==> src/rtl/constant_encode_pkg.sv <==
// constant_encode_pkg
// Shared definitions for the constant encoder:
//   - encode_state_e : occupancy of the output register / skid buffer pair
//   - lfsr_taps()    : Galois (right-shift) tap mask for a maximal-length LFSR
//                      of the requested width
package constant_encode_pkg;

  typedef enum logic [1:0] {
    EMPTY     = 2'd0,
    FULL      = 2'd1,
    FULL_SKID = 2'd2
  } encode_state_e;

  // Galois tap masks (bit k set = XOR into bit k when the shifted-out LSB is 1).
  // Widths 2..16 and 32 are maximal length; other widths fall back to the
  // 32-bit mask truncated by the caller and are not guaranteed maximal.
  function automatic logic [31:0] lfsr_taps(input int width);
    case (width)
      2:       lfsr_taps = 32'h0000_0003;
      3:       lfsr_taps = 32'h0000_0006;
      4:       lfsr_taps = 32'h0000_000C;
      5:       lfsr_taps = 32'h0000_0014;
      6:       lfsr_taps = 32'h0000_0030;
      7:       lfsr_taps = 32'h0000_0060;
      8:       lfsr_taps = 32'h0000_00B8;
      9:       lfsr_taps = 32'h0000_0110;
      10:      lfsr_taps = 32'h0000_0240;
      11:      lfsr_taps = 32'h0000_0500;
      12:      lfsr_taps = 32'h0000_0E08;
      13:      lfsr_taps = 32'h0000_1C80;
      14:      lfsr_taps = 32'h0000_3802;
      15:      lfsr_taps = 32'h0000_6000;
      16:      lfsr_taps = 32'h0000_D008;
      default: lfsr_taps = 32'h8020_0003;
    endcase
  endfunction

endpackage

==> src/rtl/lfsr_galois.sv <==
// lfsr_galois
// Right-shifting Galois LFSR that advances only when step_i is high.
// A zero SEED would lock up the register, so it is replaced by 1.
// Ports:
//   clk_i   - clock, rising edge
//   arst_i  - asynchronous active-high reset, loads the seed
//   step_i  - advance one state on the next rising edge
//   value_o - current LFSR state
module lfsr_galois #(
  parameter int               WIDTH = 10,
  parameter logic [WIDTH-1:0] TAPS  = {WIDTH{1'b0}},
  parameter logic [WIDTH-1:0] SEED  = {{(WIDTH-1){1'b0}}, 1'b1}
) (
  input  logic             clk_i,
  input  logic             arst_i,
  input  logic             step_i,
  output logic [WIDTH-1:0] value_o
);

  localparam logic [WIDTH-1:0] SEED_EFF =
    (SEED == {WIDTH{1'b0}}) ? {{(WIDTH-1){1'b0}}, 1'b1} : SEED;

  logic [WIDTH-1:0] state_q, state_d;

  // Next state: shift right, fold the shifted-out bit back through the taps
  always_comb begin
    state_d = state_q;
    if (step_i) begin
      state_d = {1'b0, state_q[WIDTH-1:1]} ^ (state_q[0] ? TAPS : {WIDTH{1'b0}});
    end else begin
      state_d = state_q;
    end
  end

  // State register
  always_ff @(posedge clk_i or posedge arst_i) begin
    if (arst_i) begin
      state_q <= SEED_EFF;
    end else begin
      state_q <= state_d;
    end
  end

  assign value_o = state_q;

endmodule

==> src/rtl/constant_encode.sv <==
// constant_encode
// Turns a pattern index into a word that satisfies that pattern's compare
// mask / expected value: care bits come from EXP_RESULT, don't-care bits from
// an LFSR (or zero). Results pass through an output register plus a one-entry
// skid buffer so idx_ready_o is a pure register output.
// Build option: CONSTANT_ENCODE_LFSR_EN - when defined, don't-care bits are
// filled from an internal LFSR; when undefined they are 0 and no LFSR exists.
// Ports:
//   clk_i, arst_i            - clock, asynchronous active-high reset
//   idx_i/idx_valid_i/idx_ready_o   - request handshake
//   word_o/word_valid_o/word_ready_i - result handshake
//   idx_err_o  - sticky: an accepted index was >= NUM_PAT
//   issued_o   - wrapping count of consumed words
module constant_encode
  import constant_encode_pkg::*;
#(
  parameter int                              WIDTH       = 10,
  parameter int                              NUM_PAT     = 4,
  parameter logic [NUM_PAT-1:0][WIDTH-1:0]   CMP_ENABLES = {NUM_PAT{10'h0C3}},
  parameter logic [NUM_PAT-1:0][WIDTH-1:0]   EXP_RESULT  = {NUM_PAT{10'h082}},
  parameter logic [WIDTH-1:0]                LFSR_SEED   = {{(WIDTH-1){1'b0}}, 1'b1}
) (
  input  logic                       clk_i,
  input  logic                       arst_i,
  input  logic [$clog2(NUM_PAT)-1:0] idx_i,
  input  logic                       idx_valid_i,
  output logic                       idx_ready_o,
  output logic [WIDTH-1:0]           word_o,
  output logic                       word_valid_o,
  input  logic                       word_ready_i,
  output logic                       idx_err_o,
  output logic [15:0]                issued_o
);

  encode_state_e    state_q, state_d;
  logic [WIDTH-1:0] out_q, out_d;
  logic [WIDTH-1:0] skid_q, skid_d;
  logic             ready_q, ready_d;
  logic             valid_q, valid_d;
  logic             err_q, err_d;
  logic [15:0]      issued_q, issued_d;

  logic [WIDTH-1:0] lfsr_s;
  logic [WIDTH-1:0] mask_s;
  logic [WIDTH-1:0] val_s;
  logic [WIDTH-1:0] gen_s;
  logic             in_range_s;
  logic             accept_s;
  logic             consume_s;

  assign accept_s  = idx_valid_i & ready_q;
  assign consume_s = valid_q & word_ready_i;

`ifdef CONSTANT_ENCODE_LFSR_EN
  localparam logic [31:0] TAPS_ALL = lfsr_taps(WIDTH);

  // Steps once per accepted request so the sequence depends only on requests
  lfsr_galois #(
    .WIDTH (WIDTH),
    .TAPS  (TAPS_ALL[WIDTH-1:0]),
    .SEED  (LFSR_SEED)
  ) u_lfsr (
    .clk_i   (clk_i),
    .arst_i  (arst_i),
    .step_i  (accept_s),
    .value_o (lfsr_s)
  );
`else
  assign lfsr_s = {WIDTH{1'b0}};
`endif

  // Pattern lookup; an out-of-range index leaves mask/value at zero so the
  // word degenerates to the raw LFSR value
  always_comb begin
    mask_s     = {WIDTH{1'b0}};
    val_s      = {WIDTH{1'b0}};
    in_range_s = 1'b0;
    for (int p = 0; p < NUM_PAT; p++) begin
      if (int'(idx_i) == p) begin
        mask_s     = CMP_ENABLES[p];
        val_s      = EXP_RESULT[p];
        in_range_s = 1'b1;
      end else begin
        in_range_s = in_range_s;
      end
    end
    gen_s = (val_s & mask_s) | (lfsr_s & ~mask_s);
  end

  // Output/skid occupancy, data movement and status next-state
  always_comb begin
    state_d = state_q;
    out_d   = out_q;
    skid_d  = skid_q;
    case (state_q)
      EMPTY: begin
        if (accept_s) begin
          out_d   = gen_s;
          state_d = FULL;
        end else begin
          state_d = EMPTY;
        end
      end
      FULL: begin
        if (accept_s && consume_s) begin
          out_d = gen_s;
        end else if (accept_s) begin
          skid_d  = gen_s;
          state_d = FULL_SKID;
        end else if (consume_s) begin
          out_d   = {WIDTH{1'b0}};
          state_d = EMPTY;
        end else begin
          state_d = FULL;
        end
      end
      FULL_SKID: begin
        // idx_ready_o is low here, so only a consume can happen
        if (consume_s) begin
          out_d   = skid_q;
          skid_d  = {WIDTH{1'b0}};
          state_d = FULL;
        end else begin
          state_d = FULL_SKID;
        end
      end
      default: begin
        state_d = EMPTY;
        out_d   = {WIDTH{1'b0}};
        skid_d  = {WIDTH{1'b0}};
      end
    endcase

    // Handshake flags are registered copies of the next occupancy
    ready_d  = (state_d != FULL_SKID);
    valid_d  = (state_d != EMPTY);
    err_d    = err_q | (accept_s & ~in_range_s);
    issued_d = consume_s ? (issued_q + 16'd1) : issued_q;
  end

  // State and output registers
  always_ff @(posedge clk_i or posedge arst_i) begin
    if (arst_i) begin
      state_q  <= EMPTY;
      out_q    <= {WIDTH{1'b0}};
      skid_q   <= {WIDTH{1'b0}};
      ready_q  <= 1'b1;
      valid_q  <= 1'b0;
      err_q    <= 1'b0;
      issued_q <= 16'd0;
    end else begin
      state_q  <= state_d;
      out_q    <= out_d;
      skid_q   <= skid_d;
      ready_q  <= ready_d;
      valid_q  <= valid_d;
      err_q    <= err_d;
      issued_q <= issued_d;
    end
  end

  assign idx_ready_o  = ready_q;
  assign word_o       = out_q;
  assign word_valid_o = valid_q;
  assign idx_err_o    = err_q;
  assign issued_o     = issued_q;

endmodule

==> config.mk <==
export PLATFORM = sky130hd
export DESIGN_NAME = constant_encode
export DESIGN_NICKNAME = d
export VERILOG_FILES = /design/src/rtl/constant_encode_pkg.sv /design/src/rtl/lfsr_galois.sv /design/src/rtl/constant_encode.sv
export SDC_FILE = /design/constraint.sdc
export NUM_CORES = 1
export LEC_CHECK = 0
export BUFFER_PORTS_ARGS = -buffer_cell sky130_fd_sc_hd__buf_2
export CAP_MARGIN = 10
export CORE_MARGIN = 2
export CORE_UTILIZATION = 45
export CTS_BUF_LIST = sky130_fd_sc_hd__clkbuf_8
export DETAILED_ROUTE_END_ITERATION = 8
export HOLD_SLACK_MARGIN = 0.12
export PLACE_DENSITY = 0.72
export RECOVER_POWER = 50
export SLEW_MARGIN = 20
export SYNTH_ARGS = -nofsm -noshare
export SYNTH_HDL_FRONTEND = slang
export SYNTH_SLANG_ARGS = --single-unit
==> constraint.sdc <==
create_clock -name clk_i -period 1.6 [get_ports clk_i]
set_input_delay 0 -clock clk_i [delete_from_list [all_inputs] [get_ports clk_i]]
set_output_delay 0 -clock clk_i [all_outputs]
set_load 0.02 [all_outputs]
==> metrics.cfg, run 1 <==
[timing]
finClkSkew_ns=0.00696
hold_violations=0
max_freq_ghz=0.706
final.setup.worst_slack_ns=0.183
setup_viol_count_final=0
min_period_ns=1.42
fin_tns_setup_ns=0
post-route-period-util_pct=88.6
rsz0062_at_grt=no
final_max_slew_viol_count=0
whs_ns=0.164

[synth]
synthArstFlopShare_pct=100
ys_seq_area_share_pct=53.9
ys_ff_latch=23
synth_area_sq_um=1070
syn_avg_cell_area_sq_um=11.0
ys_types=29
syn_inst=97
synth-warning-count=0
synth_edf_count=0
synth_top_flop_cell=dfrtp_1

[clocking]
htreeDepth=1
cts_tree=built
clkTransAtPathRegs_ns=0.08
cts_buffers=3
cts_buffer_depth=2
postCtsSetupBuffers=0
cts_sinks=23
cts-root-buf=clkbuf_8
worstSkewPairLatency_ns=0.27

[die]
die_x_um=52.8
start_util_pct=48.0
num_rows=17
core_area_sq_um=2230
io_pins=35
die_area_sq_um=2790
dieHeight_um=52.8

[worst_hold_path]
hold_path.class=primary input to flip-flop

[finish]
area_delta_synth_final_pct=15.0
finish.utilization_pct=55.1
antenna_cells=0
num-nets-final=131
n_fill_cell=225
drive_gt1_share_pct=21.1

[detailed_routing]
drt_first_pass_iters=4
ant_nets=0
vias=739
routed_via_density=4.89
post_drt_wl_per_cell_um=12.3
dr.first_iter.drc_count=3
drc=0
routed_wl_um=1850

[placement]
io_buffers=24
dpl.hpwl_um=1380
dp_slack_ns=0.162
gp_congestion=0.822

[critical_path]
path_class=flip-flop to flip-flop
cpPeakStageDelay_ns=0.40
crit_slowest_cell=dfrtp_1
arrival_ns=1.61
cp_cell_sequence=nand2_1 -> nand2_1 -> mux2_2 -> o22ai_1
start_kind=flip-flop
end_kind=flip-flop
required_ns=1.79
cp_common_cell=nand2_1
critPathMaxFanout=11

[grt]
antenna_found_initial=0
grt_start_max_net_pins=19
grt_overflow_total=0
grt_pass1_vias=686
grt_util_all_layers_pct=15.4
grt_first_pass_wirelength_um=3030

[power]
leakage_nw=0.599
peakVddDrop_uv=930
powerDensity_nw_per_um2=1480

[flow_run]
max_cap_viol_count=0

[run_status]
status=finished clean

-- worst paths after layout --
check / end / startpoint / slack, ns / cells past startpoint
setup / recovery: state_q[0]$_DFF_PP0_ / word_valid_o$_DFF_PP0_ / 0.18 / 4
hold / removal: issued_o[1]$_DFFE_PP0P_ / word_ready_i / 0.16 / 4
setup reg to reg: state_q[0]$_DFF_PP0_ / word_valid_o$_DFF_PP0_ / 0.18 / 4
hold reg to reg: idx_err_o$_DFF_PP0_ / idx_err_o$_DFF_PP0_ / 0.38 / 0
max in group asynchronous: word_o[1]$_DFFE_PP0P_ / arst_i / 0.74 / 4
min in group asynchronous: word_valid_o$_DFF_PP0_ / arst_i / 0.18 / 3
-- what timing repair did --
item | 4_1_cts | 5_1_grt
hold buffers | 1 | 0
gates resized for setup | 0 | 1
hold endpoints to repair | 23 | 0
endpoints found under the setup margin | 0 | 1
-- where the power goes --
group	switching, mW	total [mW]	internal [mW]
clock network	0.185	0.359	0.174
registers	0.149	0.867	0.717
logic	0.366	0.590	0.225
total	0.700	1.82	1.12
-- cell families (layout without fill, tap and decap cells) --
group | after synthesis | after routing | synth area share, %
buf+inv | 13 | 32 | 7.83
xor+xnor | 15 | 15 | 12.3
compound gates | 9 | 9 | 5.61
simple gates | 34 | 34 | 17.9
fa+ha+maj | 1 | 1 | 1.17
other cells | 1 | 8 | 0.350
flops | 23 | 23 | 53.9
mux | 1 | 1 | 1.05
-- routing by layer --
metal  up-vias  global-route usage [%]  share of wire (%)
li1        362                       -                  -
met1       355                    18.2                 44
met2        20                    25.4                 50
met3         2                    5.43                5.6
met4         0                    5.98               0.92
met5         -                       0                  0
-- flip-flops by register name (all words and copies together), names as in the netlist --
register      cells
issued_o         16
state_q           2
word_o            1
word_valid_o      1
idx_err_o         1
idx_ready_o       1
skid_q            1
-- worst max-delay path: cells and delay by family, from the launching register on --
family	cells	cell delay, ns
and+or+nand+nor	2	0.52
AOI/OAI and AO/OA	1	0.13
muxes	1	0.28
DFF	1	0.40
-- cells in the mapped netlist (2+ instances only) --
library cell	n	share of area (%)
nor2_1	2	0.70
nand2_1	11	3.9
nor2b_1	2	1.2
xnor2_1	13	11
dfrtp_1	22	51
inv_1	2	0.70
and4_4	2	2.1
and2_1	2	1.2
nand3_1	5	2.3
a21o_1	2	1.4
a21oi_1	3	1.4
nand4_1	5	2.9
buf_4	9	6.3
xor2_1	2	1.6
-- through the flow --
step / area, sq um / power [mW] / instances
global route: 1230 / 1.94 / 151
floorplan: 1100 / 1.33 / 104
global placement: 1180 / 1.46 / 146
detailed placement: 1180 / 1.48 / 146
CTS: 1240 / 1.85 / 151
finish: 1230 / 1.82 / 151
-- cell type report --
class,count,area (sq um),area share [%]
Timing Repair Buffer,26,124,10.1
Sequential cell,23,577,46.8
Clock inverter,1,5.00,0.407
Multi-Input combinational cell,68,442,35.9
Inverter,2,7.51,0.610
Clock buffer,3,41.3,3.35
Tap cell,28,35.0,2.85
-- layout by cell type (no fill, tap or decap), types with 2 or more instances in the layout --
| cell | count |
|---|---|
| dfrtp_1 | 22 |
| buf_2 | 15 |
| xnor2_1 | 13 |
| nand2_1 | 11 |
| clkbuf_1 | 9 |
| conb_1 | 8 |
| nand4_1 | 5 |
| nand3_1 | 5 |
| a21oi_1 | 3 |
| clkbuf_8 | 3 |
| and2_1 | 2 |
| nor2_4 | 2 |
| xor2_1 | 2 |
| and4_4 | 2 |
| inv_1 | 2 |
| nor2_1 | 2 |
| a21o_1 | 2 |
| nor2b_1 | 2 |
(Power assumes the default switching activity.)
==> run 2: changes to the inputs <==
==> constraint.sdc (replaced) <==
create_clock -name clk_i -period 1.4 [get_ports clk_i]
set_input_delay 0 -clock clk_i [delete_from_list [all_inputs] [get_ports clk_i]]
set_output_delay 0 -clock clk_i [all_outputs]
set_load 0.02 [all_outputs]
==> run 2 against run 1 <==
Total power is 18% higher. Clock skew is 0.0048 ns lower. Non-clock buffer count is 4 higher. Cell count is 2.6% higher. Global-route usage is 0.62 points lower. Via count is 1.8% higher. Sequential cell count stayed put. Die area stayed put. Clock power is 14% higher. Sequential power is 12% higher. Count of clock-buffer cells in the layout stayed put. Worst hold slack worse by 0.046 ns. Largest cell class unchanged.
==> metrics.cfg, run 2 (synthesis results as in run 1) <==
[timing]
finClkSkew_ns=0.00217
setup_viol_count_final=0
rsz0062_at_grt=no
min_period_ns=1.31
max_freq_ghz=0.765
post-route-period-util_pct=93.3
hold_violations=0
worstMarginPinSlew_ns=0.571
slew-limit-headroom_pct=61.9
final_max_slew_viol_count=0
fin_tns_setup_ns=0

[detailed_routing]
routed_wl_um=1830
routed_via_density=4.85
post_drt_wl_per_cell_um=11.8
vias=752
ant_nets=0
dr.first_iter.drc_count=10
drc=0
drt_first_pass_iters=4

[critical_path]
start_kind=flip-flop
path_class=flip-flop to flip-flop
end_kind=flip-flop
required_ns=1.55
arrival_ns=1.45
critPathMaxFanout=6

[finish]
largest_reg_flops=16
n_fill_cell=210
mostFrequentLayoutCell=dfrtp_1
fin_area_sq_um=1270
area_delta_synth_final_pct=18.2
final_cell_mix=22 x dfrtp_1, 15 x buf_2, 13 x xnor2_1, 10 x nand2_1, 9 x clkbuf_1
num-nets-final=135
drive_gt1_share_pct=25.2
finish.utilization_pct=56.7
final_cells=155
antenna_cells=0

[flow_run]
max_cap_viol_count=0

[die]
die_x_um=52.8
io_pins=35
start_util_pct=48.0
num_rows=17
dieHeight_um=52.8
core_area_sq_um=2230
die_area_sq_um=2790

[grt]
grt_first_pass_wirelength_um=2950
grt_start_max_net_pins=24
grt_overflow_total=0
grt_util_all_layers_pct=14.8
antenna_found_initial=0
grt_pass1_vias=699

[placement]
io_buffers=24
dpl.hpwl_um=1350
dp.cells=150
place_area_sq_um=1210
gp_congestion=0.806

[clocking]
cts_buffers=3
cts_buffer_depth=2
cts-root-buf=clkbuf_8
cts_tree=built
cts_sinks=23
postCtsSetupBuffers=0
htreeDepth=1
worstSkewPairLatency_ns=0.26
clkTransAtPathRegs_ns=0.08

[power]
power_mw=2.14
peakVddDrop_uv=1250
leakage_nw=0.618
powerDensity_nw_per_um2=1690

[worst_hold_path]
hold_path.class=primary input to flip-flop

[run_status]
status=finished clean

==> run 2: cell count changes in the layout (fill, tap and decap cells not counted), sizes merged <==
cell / change
buf: +4
==> run 2: final cells by class <==
| class | instances | area, sq um | area share, % |
|---|---|---|---|
| flip-flops and latches | 23 | 577 | 45.6 |
| well taps | 28 | 35.0 | 2.77 |
| clock inverters | 1 | 5.00 | 0.395 |
| clock buffers | 3 | 41.3 | 3.26 |
| inverters | 2 | 7.51 | 0.593 |
| multi-input cells | 68 | 447 | 35.3 |
| repair buffers | 30 | 154 | 12.2 |
==> run 2: layer usage <==
layer | share of wire [%] | track usage (%)
met5 | 0 | 0
met4 | 0.49 | 8.55
met3 | 5.0 | 2.86
met2 | 50 | 24.0
met1 | 44 | 18.1
==> run 2: report_power, final <==
group,switching (mW),leakage (nW),internal (mW)
combinational,0.444,0.293,0.309
clock,0.210,0.0255,0.198
sequential,0.155,0.299,0.820
total,0.810,0.618,1.33
==> run 2: path summary, 6_finish.rpt <==
kind,to,depth (start not counted),slack [ns],from
max in group asynchronous,idx_ready_o$_DFF_PP1_,4,0.61,arst_i
min,idx_ready_o$_DFF_PP1_,3,0.12,word_ready_i
max,issued_o[10]$_DFFE_PP0P_,5,0.09,issued_o[1]$_DFFE_PP0P_
max reg2reg,issued_o[10]$_DFFE_PP0P_,5,0.09,issued_o[1]$_DFFE_PP0P_
min reg2reg,idx_err_o$_DFF_PP0_,0,0.40,idx_err_o$_DFF_PP0_
min in group asynchronous,issued_o[3]$_DFFE_PP0P_,4,0.41,arst_i
==> run 2: metrics by stage <==
step	hold slack (ns)	setup WS, ns
after floorplan	0.00118	0.00273
after global placement	0.0498	0.0841
after detailed placement	0.0582	0.0301
after CTS	0.169	0.00727
after global routing	0.145	0.00767
final	0.118	0.0931
==> run 2: critical path, stage by stage (launching register included) <==
cell,delay (ns)
dfrtp_1,0.42
ha_1,0.20
nand3_1,0.12
nor2_4,0.17
nand4_1,0.13
xnor2_1,0.15
==> run 2: repair_timing <==
action / 4_1_cts / 5_1_grt
hold endpoints to repair: 23 / 0
hold buffers: 1 / 0
endpoints found under the setup margin: 0 / 10
gates resized for setup: 0 / 3
==> run 3: changes to the inputs <==
--- a/config.mk
+++ b/config.mk
@@ -12,7 +12,7 @@
 export CTS_BUF_LIST = sky130_fd_sc_hd__clkbuf_8
 export DETAILED_ROUTE_END_ITERATION = 8
 export HOLD_SLACK_MARGIN = 0.12
-export PLACE_DENSITY = 0.72
+export PLACE_DENSITY = 0.75
 export RECOVER_POWER = 50
 export SLEW_MARGIN = 20
 export SYNTH_ARGS = -nofsm -noshare
==> constraint.sdc (replaced) <==
create_clock -name clk_i -period 1.15 [get_ports clk_i]
set_input_delay 0 -clock clk_i [delete_from_list [all_inputs] [get_ports clk_i]]
set_output_delay 0 -clock clk_i [all_outputs]
set_load 0.005 [all_outputs]
==> run 3 against run 2 <==
The flow now finishes with violations (negative setup slack). Sequential power grew 22%. Routed wire length grew 21%. First-iteration DRC count shrank 60%. Combinational power grew 39%. Utilization grew 9.2 points. Worst setup slack lost 0.18 ns. Die area is the same. Largest cell class unchanged. Critical path depth is the same. Count of clock-buffer cells in the layout is the same. Clock power grew 20%. Critical endpoint unchanged. Clock skew shrank 0.00096 ns. Non-clock buffer count grew 15.
==> metrics.cfg, run 3 (synthesis results as in run 1) <==
[finish]
num-nets-final=150
final_cell_mix=21 x dfrtp_1, 21 x buf_2, 17 x buf_4, 12 x xnor2_1, 8 x conb_1
drive_gt1_share_pct=45.8
finish.utilization_pct=65.9
largest_reg_flops=16
antenna_cells=0
multi_input_area_sq_um=515
area_delta_synth_final_pct=37.4
n_fill_cell=192
regArea_sq_um=578

[worst_hold_path]
hp-start=word_ready_i
hold_path.class=primary input to flip-flop
hold_depth=4
hold-path-endpoint=idx_ready_o$_DFF_PP1_

[critical_path]
start_kind=flip-flop
r2r_cells=5
r2r_setup_slack_ns=-0.08
end_kind=flip-flop
r2r-start=issued_o[1]$_DFFE_PP0P_
rr_endpoint=issued_o[10]$_DFFE_PP0P_
critPathMaxFanout=6
required_ns=1.29
path_class=flip-flop to flip-flop
arrival_ns=1.38

[power]
power_frac_comb_pct=38.5
clkPwrFrac_pct=17.9
swShare_pct=33.1
leakage_nw=0.755
powerDensity_nw_per_um2=1850
p_int_mw=1.82
p_switching_mw=0.902
p_seq_share_pct=43.6
peakVddDrop_uv=1220

[grt]
antenna_found_initial=0
grt_first_pass_wirelength_um=3370
gr-usage-met3_pct=5.14
grt_pass1_vias=793
grt_use_met2_pct=30.6
busiest_layer=met2
met1_usage_pct=19.0
grt_overflow_total=0
grt_util_all_layers_pct=16.7
grt_start_max_net_pins=14

[die]
start_util_pct=48.0
dieHeight_um=52.8
die_area_sq_um=2790
io_pins=35
core_area_sq_um=2230
num_rows=17
die_x_um=52.8

[timing]
final.setup.worst_slack_ns=-0.0845
min_period_ns=1.23
hold_violations=0
post-route-period-util_pct=107
setup_viol_count_final=10
finClkSkew_ns=0.00121
final_max_slew_viol_count=0
max_freq_ghz=0.810
rsz0062_at_grt=yes

[detailed_routing]
vias=834
drt_first_pass_iters=4
dr.first_iter.drc_count=4
post_drt_wl_per_cell_um=13.1
drc=0
ant_nets=0
routed_via_density=4.91
routed_wl_um=2220

[placement]
dpl.hpwl_um=1540
io_buffers=24
dp_slack_ns=-0.0951
gp_congestion=0.806

[clocking]
htreeDepth=1
cts_tree=built
clkTransAtPathRegs_ns=0.08
cts_buffer_depth=2
worstSkewPairLatency_ns=0.26
cts-root-buf=clkbuf_8
cts_buffers=3
cts_sinks=23

[flow_run]
max_cap_viol_count=0

[run_status]
violations=negative setup slack
status=finished with violations

## run 3: cell count changes in the layout (fill, tap and decap cells not counted), moves of 2 or more
cell,delta
nand3_1,-2
nand2_4,+3
clkbuf_1,-6
buf_4,+13
buf_2,+6
nand2_1,-4
nand3_2,+2
## run 3: worst max-delay path, cell delays in order, from the launching register on
cell     delay, ns
dfrtp_1       0.39
ha_2          0.20
nand3_2       0.10
nor2_4        0.16
nand4_1       0.12
xnor2_1       0.16
## run 3: layout make-up
cell class	instances	area share [%]
repair buffers	45	19.7
well taps	28	2.38
multi-input cells	68	35.0
inverters	2	0.510
clock inverters	1	0.255
clock buffers	3	2.81
flip-flops and latches	23	39.3
## run 3: worst max-delay path by stage
stage | start | end | cells after the start | slack (ns)
after floorplan | issued_o[4]$_DFFE_PP0P_ | issued_o[13]$_DFFE_PP0P_ | 4 | -0.09
after global placement | word_valid_o$_DFF_PP0_ | issued_o[7]$_DFFE_PP0P_ | 4 | -0.04
after detailed placement | word_valid_o$_DFF_PP0_ | issued_o[7]$_DFFE_PP0P_ | 4 | -0.1
after CTS | issued_o[1]$_DFFE_PP0P_ | issued_o[10]$_DFFE_PP0P_ | 5 | -0.10
after global routing | issued_o[0]$_DFFE_PP0P_ | issued_o[10]$_DFFE_PP0P_ | 5 | -0.15
final | issued_o[1]$_DFFE_PP0P_ | issued_o[10]$_DFFE_PP0P_ | 5 | -0.08
## run 3: per-layer routing
| metal | up-vias | routed length [um] |
|---|---|---|
| met5 | - | 0 |
| met1 | 412 | 897 |
| met2 | 21 | 1210 |
| met4 | 0 | 15 |
| met3 | 2 | 105 |
| li1 | 399 | - |
## run 3: what timing repair did
item                       4_1_cts  5_1_grt
setup buffers                    4        1
pin swaps                       10       10
gates resized for setup          3       12
hold buffers                     1        0
hold endpoints to repair        11        0
setup endpoints to repair       12       17
## run 3: per-stage QoR
step	hold slack, ns	setup TNS [ns]	total power [mW]	cell area (sq um)	instances
after floorplan	0.00118	-0.497	1.71	1120	104
after global placement	0.000817	-0.125	2.06	1310	160
after detailed placement	0.0174	-0.405	2.10	1310	160
after CTS	0.151	-0.489	2.66	1420	169
after global routing	0.178	-1.30	2.91	1470	170
final	0.161	-0.424	2.73	1470	170
## run 3: power groups by stage
stage | registers [mW] | logic, mW | clock network, mW
6_report | 1.19 | 1.05 | 0.489
4_1_cts | 1.17 | 0.989 | 0.504
3_5_place_dp | 1.18 | 0.922 | 0
5_1_grt | 1.21 | 1.16 | 0.538
2_1_floorplan | 1.22 | 0.492 | 0
3_3_place_gp | 1.17 | 0.891 | 0
